<file path="config.mk">
export PLATFORM = sky130hd
export DESIGN_NAME = wb_slave_mux_flat
export DESIGN_NICKNAME = d
export VERILOG_FILES = /design/src/rtl/wb_pkg.sv /design/src/rtl/wb_slave_mux_if.sv /design/src/rtl/wb_addr_decode.sv /design/src/rtl/wb_slave_mux.sv /design/src/flat_wrapper.sv
export SDC_FILE = /design/constraint.sdc
export NUM_CORES = 1
export LEC_CHECK = 0
export ABC_AREA = 1
export ABC_CLOCK_PERIOD_IN_PS = 5050
export CAP_MARGIN = 10
export CORE_AREA = 8 8 129 131
export DETAILED_ROUTE_END_ITERATION = 8
export DIE_AREA = 0 0 137 139
export GPL_ROUTABILITY_DRIVEN = 0
export PLACE_DENSITY = 0.85
export SETUP_SLACK_MARGIN = 0.4
export SLEW_MARGIN = 30
export SYNTH_ARGS = -nofsm -noshare
export SYNTH_HDL_FRONTEND = slang
export SYNTH_SLANG_ARGS = --single-unit
</file>
<file path="constraint.sdc">
create_clock -name clk -period 5.05 [get_ports clk]
set_input_delay 1.2625 -clock clk [delete_from_list [all_inputs] [get_ports clk]]
set_output_delay 1.2625 -clock clk [all_outputs]
set_load 0.02 [all_outputs]
</file>
<file path="src/rtl/wb_pkg.sv">
// rtl/wb_pkg.sv - shared types and constants for the Wishbone slave mux
package wb_pkg;

  typedef enum logic [1:0] {IDLE, ACTIVE, ERR} state_t;

  localparam int NUM_SLAVES          = 4;
  localparam int IDX_W               = 2;
  localparam int DEFAULT_SLAVE_SHIFT = 12;
  localparam int CNT_W               = 8;

endpackage

</file>
<file path="src/rtl/wb_slave_mux_if.sv">
// rtl/wb_slave_mux_if.sv - master-side and peripheral-side bus signals of the slave mux
interface wb_slave_mux_if;
  import wb_pkg::*;

  logic                     m_cyc;
  logic                     m_stb;
  logic                     m_we;
  logic [31:0]              m_addr;
  logic [31:0]              m_data_i;
  logic [31:0]              m_data_o;
  logic                     m_ack;
  logic                     m_err;
  logic [NUM_SLAVES-1:0]    s_cyc;
  logic [NUM_SLAVES-1:0]    s_stb;
  logic                     s_we;
  logic [31:0]              s_addr;
  logic [31:0]              s_data_o;
  logic [NUM_SLAVES*32-1:0] s_data_i;
  logic [NUM_SLAVES-1:0]    s_ack;

  // The CPU driving requests into the mux.
  modport master (
    output m_cyc, m_stb, m_we, m_addr, m_data_i,
    input  m_data_o, m_ack, m_err
  );

  // The mux itself: slave to the CPU, master to the peripherals.
  modport slave (
    input  m_cyc, m_stb, m_we, m_addr, m_data_i, s_data_i, s_ack,
    output m_data_o, m_ack, m_err, s_cyc, s_stb, s_we, s_addr, s_data_o
  );

  // The peripherals answering the mux.
  modport periph (
    input  s_cyc, s_stb, s_we, s_addr, s_data_o,
    output s_data_i, s_ack
  );

endinterface

</file>
<file path="src/rtl/wb_addr_decode.sv">
// rtl/wb_addr_decode.sv - maps a byte address to a slave index and a mapped flag
module wb_addr_decode
  import wb_pkg::*;
#(
  parameter int SLAVE_SHIFT = DEFAULT_SLAVE_SHIFT
) (
  input  logic [31:0]      addr,
  output logic [IDX_W-1:0] idx,
  output logic             mapped
);

  logic [31:0] field;
  logic [31:0] upper;

  // Shifts rather than slices keep the decode legal for any SLAVE_SHIFT up to 28.
  assign field  = (addr >> SLAVE_SHIFT) & 32'hF;
  assign upper  = addr >> (SLAVE_SHIFT + 4);
  assign idx    = field[IDX_W-1:0];
  assign mapped = (field < NUM_SLAVES) && (upper == 32'd0);

endmodule

</file>
<file path="src/rtl/wb_slave_mux.sv">
// rtl/wb_slave_mux.sv - single-master to four-slave Wishbone classic mux with bus error on
// unmapped addresses and slave timeout
module wb_slave_mux
  import wb_pkg::*;
#(
  parameter int TIMEOUT_CYCLES = 16,
  parameter int SLAVE_SHIFT    = DEFAULT_SLAVE_SHIFT
) (
  input  logic           clk,
  input  logic           rst,
  wb_slave_mux_if.slave  bus
);

  localparam logic [CNT_W-1:0] TO_LAST = CNT_W'(TIMEOUT_CYCLES - 1);

  state_t                state, state_n;
  logic [CNT_W-1:0]      cnt, cnt_n;
  logic [IDX_W-1:0]      idx, idx_n;
  logic [IDX_W-1:0]      dec_idx;
  logic                  dec_mapped;
  logic [NUM_SLAVES-1:0] cyc_n, stb_n;
  logic                  we_n, ack_n, err_n;
  logic [31:0]           addr_n, wdat_n, rdat_n, sel_data;

  wb_addr_decode #(.SLAVE_SHIFT(SLAVE_SHIFT)) u_dec (
    .addr   (bus.m_addr),
    .idx    (dec_idx),
    .mapped (dec_mapped)
  );

  assign sel_data = bus.s_data_i[{idx, 5'd0} +: 32];

  always_comb begin
    state_n = state;
    cnt_n   = cnt;
    idx_n   = idx;
    cyc_n   = bus.s_cyc;
    stb_n   = bus.s_stb;
    we_n    = bus.s_we;
    addr_n  = bus.s_addr;
    wdat_n  = bus.s_data_o;
    rdat_n  = bus.m_data_o;
    ack_n   = 1'b0;
    err_n   = 1'b0;
    case (state)
      IDLE: begin
        // The master still holds stb during the response cycle; don't re-issue it.
        if (bus.m_cyc && bus.m_stb && !bus.m_ack && !bus.m_err) begin
          if (dec_mapped) begin
            idx_n   = dec_idx;
            we_n    = bus.m_we;
            addr_n  = bus.m_addr;
            wdat_n  = bus.m_data_i;
            cyc_n   = NUM_SLAVES'(1) << dec_idx;
            stb_n   = NUM_SLAVES'(1) << dec_idx;
            cnt_n   = '0;
            state_n = ACTIVE;
          end else begin
            err_n   = 1'b1;
            state_n = ERR;
          end
        end
      end
      ACTIVE: begin
        if (bus.s_ack[idx]) begin
          cyc_n   = '0;
          stb_n   = '0;
          ack_n   = 1'b1;
          state_n = IDLE;
          if (!bus.s_we) rdat_n = sel_data;
        end else if (!bus.m_cyc) begin
          cyc_n   = '0;
          stb_n   = '0;
          state_n = IDLE;
        end else if (cnt == TO_LAST) begin
          cyc_n   = '0;
          stb_n   = '0;
          err_n   = 1'b1;
          state_n = IDLE;
        end else begin
          cnt_n = cnt + 1'b1;
        end
      end
      ERR:     state_n = IDLE;
      default: state_n = IDLE;
    endcase
  end

  always_ff @(posedge clk or posedge rst) begin
    if (rst) begin
      state        <= IDLE;
      cnt          <= '0;
      idx          <= '0;
      bus.s_cyc    <= '0;
      bus.s_stb    <= '0;
      bus.s_we     <= 1'b0;
      bus.s_addr   <= '0;
      bus.s_data_o <= '0;
      bus.m_data_o <= '0;
      bus.m_ack    <= 1'b0;
      bus.m_err    <= 1'b0;
    end else begin
      state        <= state_n;
      cnt          <= cnt_n;
      idx          <= idx_n;
      bus.s_cyc    <= cyc_n;
      bus.s_stb    <= stb_n;
      bus.s_we     <= we_n;
      bus.s_addr   <= addr_n;
      bus.s_data_o <= wdat_n;
      bus.m_data_o <= rdat_n;
      bus.m_ack    <= ack_n;
      bus.m_err    <= err_n;
    end
  end

endmodule

</file>
<file path="src/flat_wrapper.sv">
// flat-port wrapper written by rule: the top's interface ports become plain ports
module wb_slave_mux_flat import wb_pkg::*;
#(
  parameter int TIMEOUT_CYCLES = 16,
  parameter int SLAVE_SHIFT    = DEFAULT_SLAVE_SHIFT
)
  (clk, rst, bus_m_cyc, bus_m_stb, bus_m_we, bus_m_addr, bus_m_data_i, bus_s_data_i, bus_s_ack, bus_m_data_o, bus_m_ack, bus_m_err, bus_s_cyc, bus_s_stb, bus_s_we, bus_s_addr, bus_s_data_o);
  wb_slave_mux_if bus_i ();
  input  logic clk;
  input  logic rst;
  input wire logic [$bits(bus_i.m_cyc)-1:0] bus_m_cyc;
  input wire logic [$bits(bus_i.m_stb)-1:0] bus_m_stb;
  input wire logic [$bits(bus_i.m_we)-1:0] bus_m_we;
  input wire logic [$bits(bus_i.m_addr)-1:0] bus_m_addr;
  input wire logic [$bits(bus_i.m_data_i)-1:0] bus_m_data_i;
  input wire logic [$bits(bus_i.s_data_i)-1:0] bus_s_data_i;
  input wire logic [$bits(bus_i.s_ack)-1:0] bus_s_ack;
  output wire logic [$bits(bus_i.m_data_o)-1:0] bus_m_data_o;
  output wire logic [$bits(bus_i.m_ack)-1:0] bus_m_ack;
  output wire logic [$bits(bus_i.m_err)-1:0] bus_m_err;
  output wire logic [$bits(bus_i.s_cyc)-1:0] bus_s_cyc;
  output wire logic [$bits(bus_i.s_stb)-1:0] bus_s_stb;
  output wire logic [$bits(bus_i.s_we)-1:0] bus_s_we;
  output wire logic [$bits(bus_i.s_addr)-1:0] bus_s_addr;
  output wire logic [$bits(bus_i.s_data_o)-1:0] bus_s_data_o;
  assign bus_i.m_cyc = bus_m_cyc;
  assign bus_i.m_stb = bus_m_stb;
  assign bus_i.m_we = bus_m_we;
  assign bus_i.m_addr = bus_m_addr;
  assign bus_i.m_data_i = bus_m_data_i;
  assign bus_i.s_data_i = bus_s_data_i;
  assign bus_i.s_ack = bus_s_ack;
  assign bus_m_data_o = bus_i.m_data_o;
  assign bus_m_ack = bus_i.m_ack;
  assign bus_m_err = bus_i.m_err;
  assign bus_s_cyc = bus_i.s_cyc;
  assign bus_s_stb = bus_i.s_stb;
  assign bus_s_we = bus_i.s_we;
  assign bus_s_addr = bus_i.s_addr;
  assign bus_s_data_o = bus_i.s_data_o;
  wb_slave_mux #(.TIMEOUT_CYCLES(TIMEOUT_CYCLES), .SLAVE_SHIFT(SLAVE_SHIFT)) u_core (.clk(clk), .rst(rst), .bus(bus_i));
endmodule
</file>
==> impl_metrics.py, run 1 <==
metrics = {
    "status": {
        "status": "finished clean",
    },
    "synthesis": {
        "ys_types": 28,
        "ys.flop_type": "dfrtp_1",
        "ys_seq_elements": 113,
        "syn_area_per_cell_sq_um": 7.96,
        "synth_commonest_cells": "164 x nand2_1, 113 x dfrtp_1, 88 x nor2_1",
        "synthTopCellsByArea": "dfrtp_1 50%, nand2_1 11%, o21ai_0 6.1%",
        "yosysSeqAreaShare_pct": 49.7,
        "synthesis.area_sq_mm": 0.00569,
        "async_flop_share_pct": 100,
        "synth_top_cell_by_area": "dfrtp_1",
        "synth-edff-count": 0,
        "synth_nets": 916,
        "synth_warnings": 0,
        "synth_cells": 714,
        "synth_top_area_share_pct": 49.7,
        "synth.most_common_cell": "nand2_1",
    },
    "cts": {
        "cts_setup_buffers": 0,
        "hold_buffers": 0,
        "cts_buffer_depth": 2,
        "clock_latency_ns": 0.40,
        "cts_resized": 0,
        "clock-sinks": 113,
        "htreeDepth": 4,
        "tritoncts": "built",
        "root_buffer": "clkbuf_16",
        "clkTransAtPathRegs_ns": 0.06,
        "cts_buffers": 17,
    },
    "drt": {
        "vias_per_cell": 4.88,
        "drtIter0Drc": 301,
        "ant_nets": 0,
        "wl_per_cell_um": 16.7,
        "dr.pass1.iters": 5,
        "drc": 0,
        "drt_wl_total_mm": 20.1,
        "vias": 5861,
    },
    "placed_design": {
        "placed_cell_area_sq_mm": 0.00873,
        "place_ws_ns": 1.61,
        "portBuffers": 307,
        "dp.final_hpwl_mm": 15.0,
    },
    "grt": {
        "grt_antenna_before_repair": 0,
        "grt_max_degree": 109,
        "grt_pass1_wl_mm": 31.0,
        "grt_overflow": 0,
        "grt_pass1_vias": 5935,
        "track_usage_pct": 20.7,
    },
    "critical_path": {
        "path_buf_inv": 2,
        "worst_setup_path_end_kind": "register",
        "cpMaxStageDelayCell": "nand4_1",
        "crit_family": "simple AND/OR/NAND/NOR gates",
        "startpoint_type": "input port",
        "cpPeakStageDelay_ns": 0.57,
        "worstPathArrival_ns": 3.33,
        "path_depth": 7,
        "path_max_fanout": 108,
        "reg2reg_depth": 7,
        "path_cells": "clkdlybuf4s50_1 -> or2_0 -> nor2_1 -> nand4_1 -> buf_12 -> nand2_1 -> o21ai_2",
        "worstPathRequired_ns": 5.33,
        "path_class": "in -> reg",
    },
    "cells_and_area": {
        "utilization_pct": 63.6,
        "n_antenna_cell": 0,
        "drive_gt1_share_pct": 6.02,
        "nets": 1203,
        "syn_to_final_growth_pct": 65.0,
        "fin_area_sq_mm": 0.00938,
        "num-fill-cells": 1211,
    },
    "sta": {
        "skew_ns": 0.00891,
        "totalNegativeSetupSlack_ns": 0,
        "min_period_ns": 3.05,
        "tightest_slew_ns": 0.848,
        "relSlewSlack_pct": 43.1,
        "hold_viol": 0,
        "setup_slack_ns": 2.00,
        "slew_viol_final": 0,
        "max_freq_mhz": 328,
        "finalCritPeriodShare_pct": 60.4,
        "rsz0062_at_grt": "no",
        "setup_viol": 0,
    },
    "power_and_ir_drop": {
        "max-vdd-ir-drop_mv": 0.225,
        "powerDensity_mw_per_mm2": 261,
        "power_mw": 2.45,
        "leakage_nw": 4.46,
    },
    "min_path": {
        "hold_path_class": "reg -> reg",
        "min_path_cells": 2,
    },
    "job": {
        "drv_cap": 0,
    },
    "die": {
        "die_area_sq_mm": 0.0190,
        "start_util_pct": 38.5,
        "die_h_um": 139,
        "core-area_sq_mm": 0.0148,
        "die_x_um": 137,
        "placementRows": 45,
        "ios": 308,
    },
}
-- path summary, 6_finish.rpt --
| path | start | endpoint | slack, ns |
|---|---|---|---|
| max in group asynchronous | rst | u_core.bus.s_addr[12] | 2.92 |
| min in group asynchronous | rst | u_core.bus.s_addr[1] | 1.19 |
| worst max-delay path | bus_m_addr[15] | u_core.bus.s_data_o[20] | 2.00 |
| worst max register to register | u_core.bus.s_addr[13] | u_core.bus.m_data_o[16] | 2.12 |
| worst min register to register | u_core.bus.s_addr[30] | u_core.bus.s_addr[30] | 0.47 |
| worst min-delay path | u_core.bus.s_addr[30] | u_core.bus.s_addr[30] | 0.47 |
-- through the flow --
stage	instances	hold slack (ns)
2_1_floorplan	714	0.466
3_3_place_gp	1169	0.449
3_5_place_dp	1169	0.456
4_1_cts	1200	0.473
5_1_grt	1201	0.483
6_report	1201	0.471
-- kinds of logic after synthesis --
family / after synthesis / share of synthesized area, %
AND/OR/NAND/NOR: 320 / 23.8
buffers and inverters: 127 / 11.1
flip-flops: 113 / 49.7
XOR/XNOR: 1 / 0.154
AO/OA/AOI/OAI: 152 / 14.9
adder cells (fa/ha/maj): 1 / 0.220
-- placed cells by master (no fill, tap or decap), types with 4 or more instances in the layout --
cell type	n
bufinv_16	4
nand4_1	5
nor2_1	88
nor3_1	6
o21ai_0	69
inv_1	76
clkdlybuf4s50_1	307
o21ai_2	13
clkbuf_16	17
dfrtp_1	112
o21ai_1	35
buf_4	6
o22ai_1	32
nand2_1	164
nand3_1	47
-- layer usage --
| layer | GRT usage, % | vias up | routed length, um |
|---|---|---|---|
| met2 | 32.0 | 283 | 9100 |
| li1 | - | 2878 | - |
| met4 | 7.67 | 0 | 500 |
| met1 | 24.3 | 2668 | 7900 |
| met5 | 0 | - | 0 |
| met3 | 10.1 | 32 | 2570 |
-- where the power goes --
group | switching (mW) | internal, mW
Combinational | 0.0886 | 0.175
Clock | 0.403 | 0.861
Sequential | 0.00660 | 0.914
Total | 0.498 | 1.95
-- sequential cells by signal, summed over array words and instances, names as in the netlist --
name and flops:
u_core.bus.m_data_o 32, u_core.bus.s_addr 32, u_core.bus.s_data_o 32, u_core.cnt 8, u_core.bus.s_cyc 4, u_core.state 2
u_core.bus.m_ack 1, u_core.bus.m_err 1, u_core.bus.s_we 1
-- layout make-up --
type,count,area [sq um],area share [%]
clock inverters,9,155,1.65
repair buffers,315,3160,33.7
inverters,80,303,3.23
flip-flops and latches,113,2830,30.2
well taps,188,235,2.51
clock buffers,22,474,5.06
multi-input cells,474,2230,23.7
-- worst min-delay path: cells and delay by family (launching register included) --
kind | cells | cell delay [ns]
buf+inv | 1 | 0.04
flops | 1 | 0.35
simple gates | 1 | 0.05
No activity file was read; power rests on OpenSTA's default activity.
==> inputs of run 2 (changes only) <==
--- a/config.mk
+++ b/config.mk
@@ -6,7 +6,7 @@
 export NUM_CORES = 1
 export LEC_CHECK = 0
 export ABC_AREA = 1
-export ABC_CLOCK_PERIOD_IN_PS = 5050
+export ABC_CLOCK_PERIOD_IN_PS = 3100
 export CAP_MARGIN = 10
 export CORE_AREA = 8 8 129 131
 export DETAILED_ROUTE_END_ITERATION = 8
==> constraint.sdc (replaced) <==
create_clock -name clk -period 3.1 [get_ports clk]
set_input_delay 0.775 -clock clk [delete_from_list [all_inputs] [get_ports clk]]
set_output_delay 0.775 -clock clk [all_outputs]
set_load 0.02 [all_outputs]
==> run 2 against run 1 <==
  * Sequential power up 63%
  * Sequential cell count unchanged
  * Final area up 1.1%
  * Largest power group unchanged
  * Largest cell class unchanged
==> impl_metrics.py, run 2 (synthesis results as in run 1) <==
metrics = {
    "die": {
        "die_h_um": 139,
        "core-area_sq_mm": 0.0148,
        "placementRows": 45,
        "ios": 308,
        "die_x_um": 137,
        "die_area_sq_mm": 0.0190,
        "start_util_pct": 38.5,
    },
    "sta": {
        "skew_ns": 0.00778,
        "setup_viol": 0,
        "min_period_ns": 2.37,
        "tightest_slew_ns": 0.543,
        "finalCritPeriodShare_pct": 76.4,
        "relSlewSlack_pct": 63.8,
        "rsz0062_at_grt": "no",
        "totalNegativeSetupSlack_ns": 0,
        "setup_slack_ns": 0.731,
        "hold_viol": 0,
        "max_freq_mhz": 422,
        "slew_viol_final": 0,
    },
    "drt": {
        "vias_per_cell": 4.85,
        "ant_nets": 0,
        "drtIter0Drc": 308,
        "dr.pass1.iters": 4,
        "wl_per_cell_um": 16.6,
        "vias": 5858,
        "drc": 0,
        "drt_wl_total_mm": 20.0,
    },
    "critical_path": {
        "path_cells": "clkdlybuf4s50_1",
        "path_class": "reg -> out",
        "cpPeakStageDelay_ns": 0.67,
        "r2r_end": "u_core.bus.m_data_o[29]",
        "crit_family": "buffers and inverters",
        "path_depth": 1,
        "reg2reg_depth": 8,
        "path_max_fanout": 18,
        "worstPathArrival_ns": 1.59,
        "startpoint_type": "register",
        "rrSetupSlack_ns": 1.11,
        "startpoint": "u_core.bus.s_addr[12]",
        "path_buf_inv": 1,
        "cpMaxStageDelayCell": "clkdlybuf4s50_1",
        "reg2reg_from": "u_core.bus.s_addr[13]",
        "setup.worst_path.end": "bus_s_addr[12]",
        "worst_setup_path_end_kind": "primary output",
        "worstPathRequired_ns": 2.32,
    },
    "cells_and_area": {
        "most-common-layout-cells": "307 x clkdlybuf4s50_1, 164 x nand2_1, 112 x dfrtp_1, 88 x nor2_1, 78 x inv_1",
        "n_antenna_cell": 0,
        "largest_registers": "u_core.bus.m_data_o (32), u_core.bus.s_addr (32), u_core.bus.s_data_o (32)",
        "syn_to_final_growth_pct": 66.8,
        "drive_gt1_share_pct": 6.67,
        "utilization_pct": 64.3,
        "final_common_cell": "clkdlybuf4s50_1",
        "nets": 1210,
    },
    "power_and_ir_drop": {
        "clkPwrFrac_pct": 51.6,
        "powerDensity_mw_per_mm2": 421,
        "p_int_mw": 3.17,
        "max-vdd-ir-drop_mv": 0.278,
        "swShare_pct": 20.5,
        "leakage_nw": 4.51,
        "pwr-share-comb_pct": 10.8,
        "power_mw": 3.99,
        "seqPwrFrac_pct": 37.6,
        "p_sw_mw": 0.818,
    },
    "placed_design": {
        "dp.final_hpwl_mm": 15.5,
        "place_ws_ns": 0.544,
        "portBuffers": 307,
    },
    "cts": {
        "root_buffer": "clkbuf_16",
        "htreeDepth": 4,
        "hold_buffers": 0,
        "tritoncts": "built",
        "cts_resized": 0,
        "clock-sinks": 113,
        "clkTransAtPathRegs_ns": 0.05,
        "cts_setup_buffers": 0,
        "clock_latency_ns": 0.40,
        "cts_buffer_depth": 2,
        "cts_buffers": 17,
    },
    "grt": {
        "grt_antenna_before_repair": 0,
        "grt_overflow": 0,
        "grt_pass1_wl_mm": 31.1,
        "grt_max_degree": 63,
        "track_usage_pct": 20.5,
        "grt_pass1_vias": 6026,
    },
    "status": {
        "status": "finished clean",
    },
    "min_path": {
        "hold_path_class": "reg -> reg",
    },
    "job": {
        "drv_cap": 0,
    },
}
[run 2: cell count changes in the layout (fill, tap and decap cells not counted)]
cell        change
buf_12          +4
buf_4           +3
clkbuf_1        -1
clkinv_1        -2
clkinv_2        -1
clkinv_4        -1
clkinvlp_4      +3
inv_1           +2
inv_4           -1
[run 2: layer usage]
layer / share of wire, % / up-vias / GRT usage [%]
li1: - / 2878 / -
met1: 39 / 2683 / 23.2
met2: 47 / 264 / 32.8
met3: 12 / 33 / 9.64
met4: 2.5 / 0 / 7.95
met5: 0 / - / 0
[run 2: worst min path at each step]
stage | slack, ns | cells past startpoint | startpoint | end
floorplan | 0.47 | 1 | u_core.cnt[0] | u_core.cnt[0]
global placement | 0.45 | 2 | u_core.bus.s_addr[17] | u_core.bus.s_addr[17]
detailed placement | 0.45 | 2 | u_core.bus.s_addr[21] | u_core.bus.s_addr[21]
CTS | 0.47 | 2 | u_core.bus.s_addr[21] | u_core.bus.s_addr[21]
global route | 0.49 | 2 | u_core.bus.s_addr[19] | u_core.bus.s_addr[19]
finish | 0.46 | 2 | u_core.bus.s_addr[21] | u_core.bus.s_addr[21]
[run 2: power by group through the flow]
stage	Combinational (mW)	Sequential [mW]	Clock [mW]
after global routing	0.465	1.50	2.17
after global placement	0.431	1.52	0
after floorplan	0.107	1.54	0
after CTS	0.438	1.50	2.10
after detailed placement	0.435	1.53	0
final	0.433	1.50	2.06
[run 2: through the flow]
step	cells	area (sq um)	hold WS, ns
4_1_cts	1207	9480	0.466
3_3_place_gp	1177	8850	0.449
3_5_place_dp	1177	8850	0.451
5_1_grt	1207	9480	0.486
6_report	1207	9480	0.461
2_1_floorplan	714	5690	0.466
[run 2: worst register-to-register path: stages, from the launching register on]
cell	delay, ns
dfrtp_1	0.38
buf_4	0.34
inv_1	0.12
nand3_2	0.11
nand2_4	0.09
nor2_8	0.29
nand2_4	0.30
nand2_1	0.17
nand2_1	0.07
[run 2: layout make-up]
class,instances,area (sq um)
timing repair buffer,322,3260
multi-input combinational,474,2230
clock buffer,21,470
clock inverter,9,156
tap,188,235
fill,1227,5270
sequential,113,2830
inverter,80,304
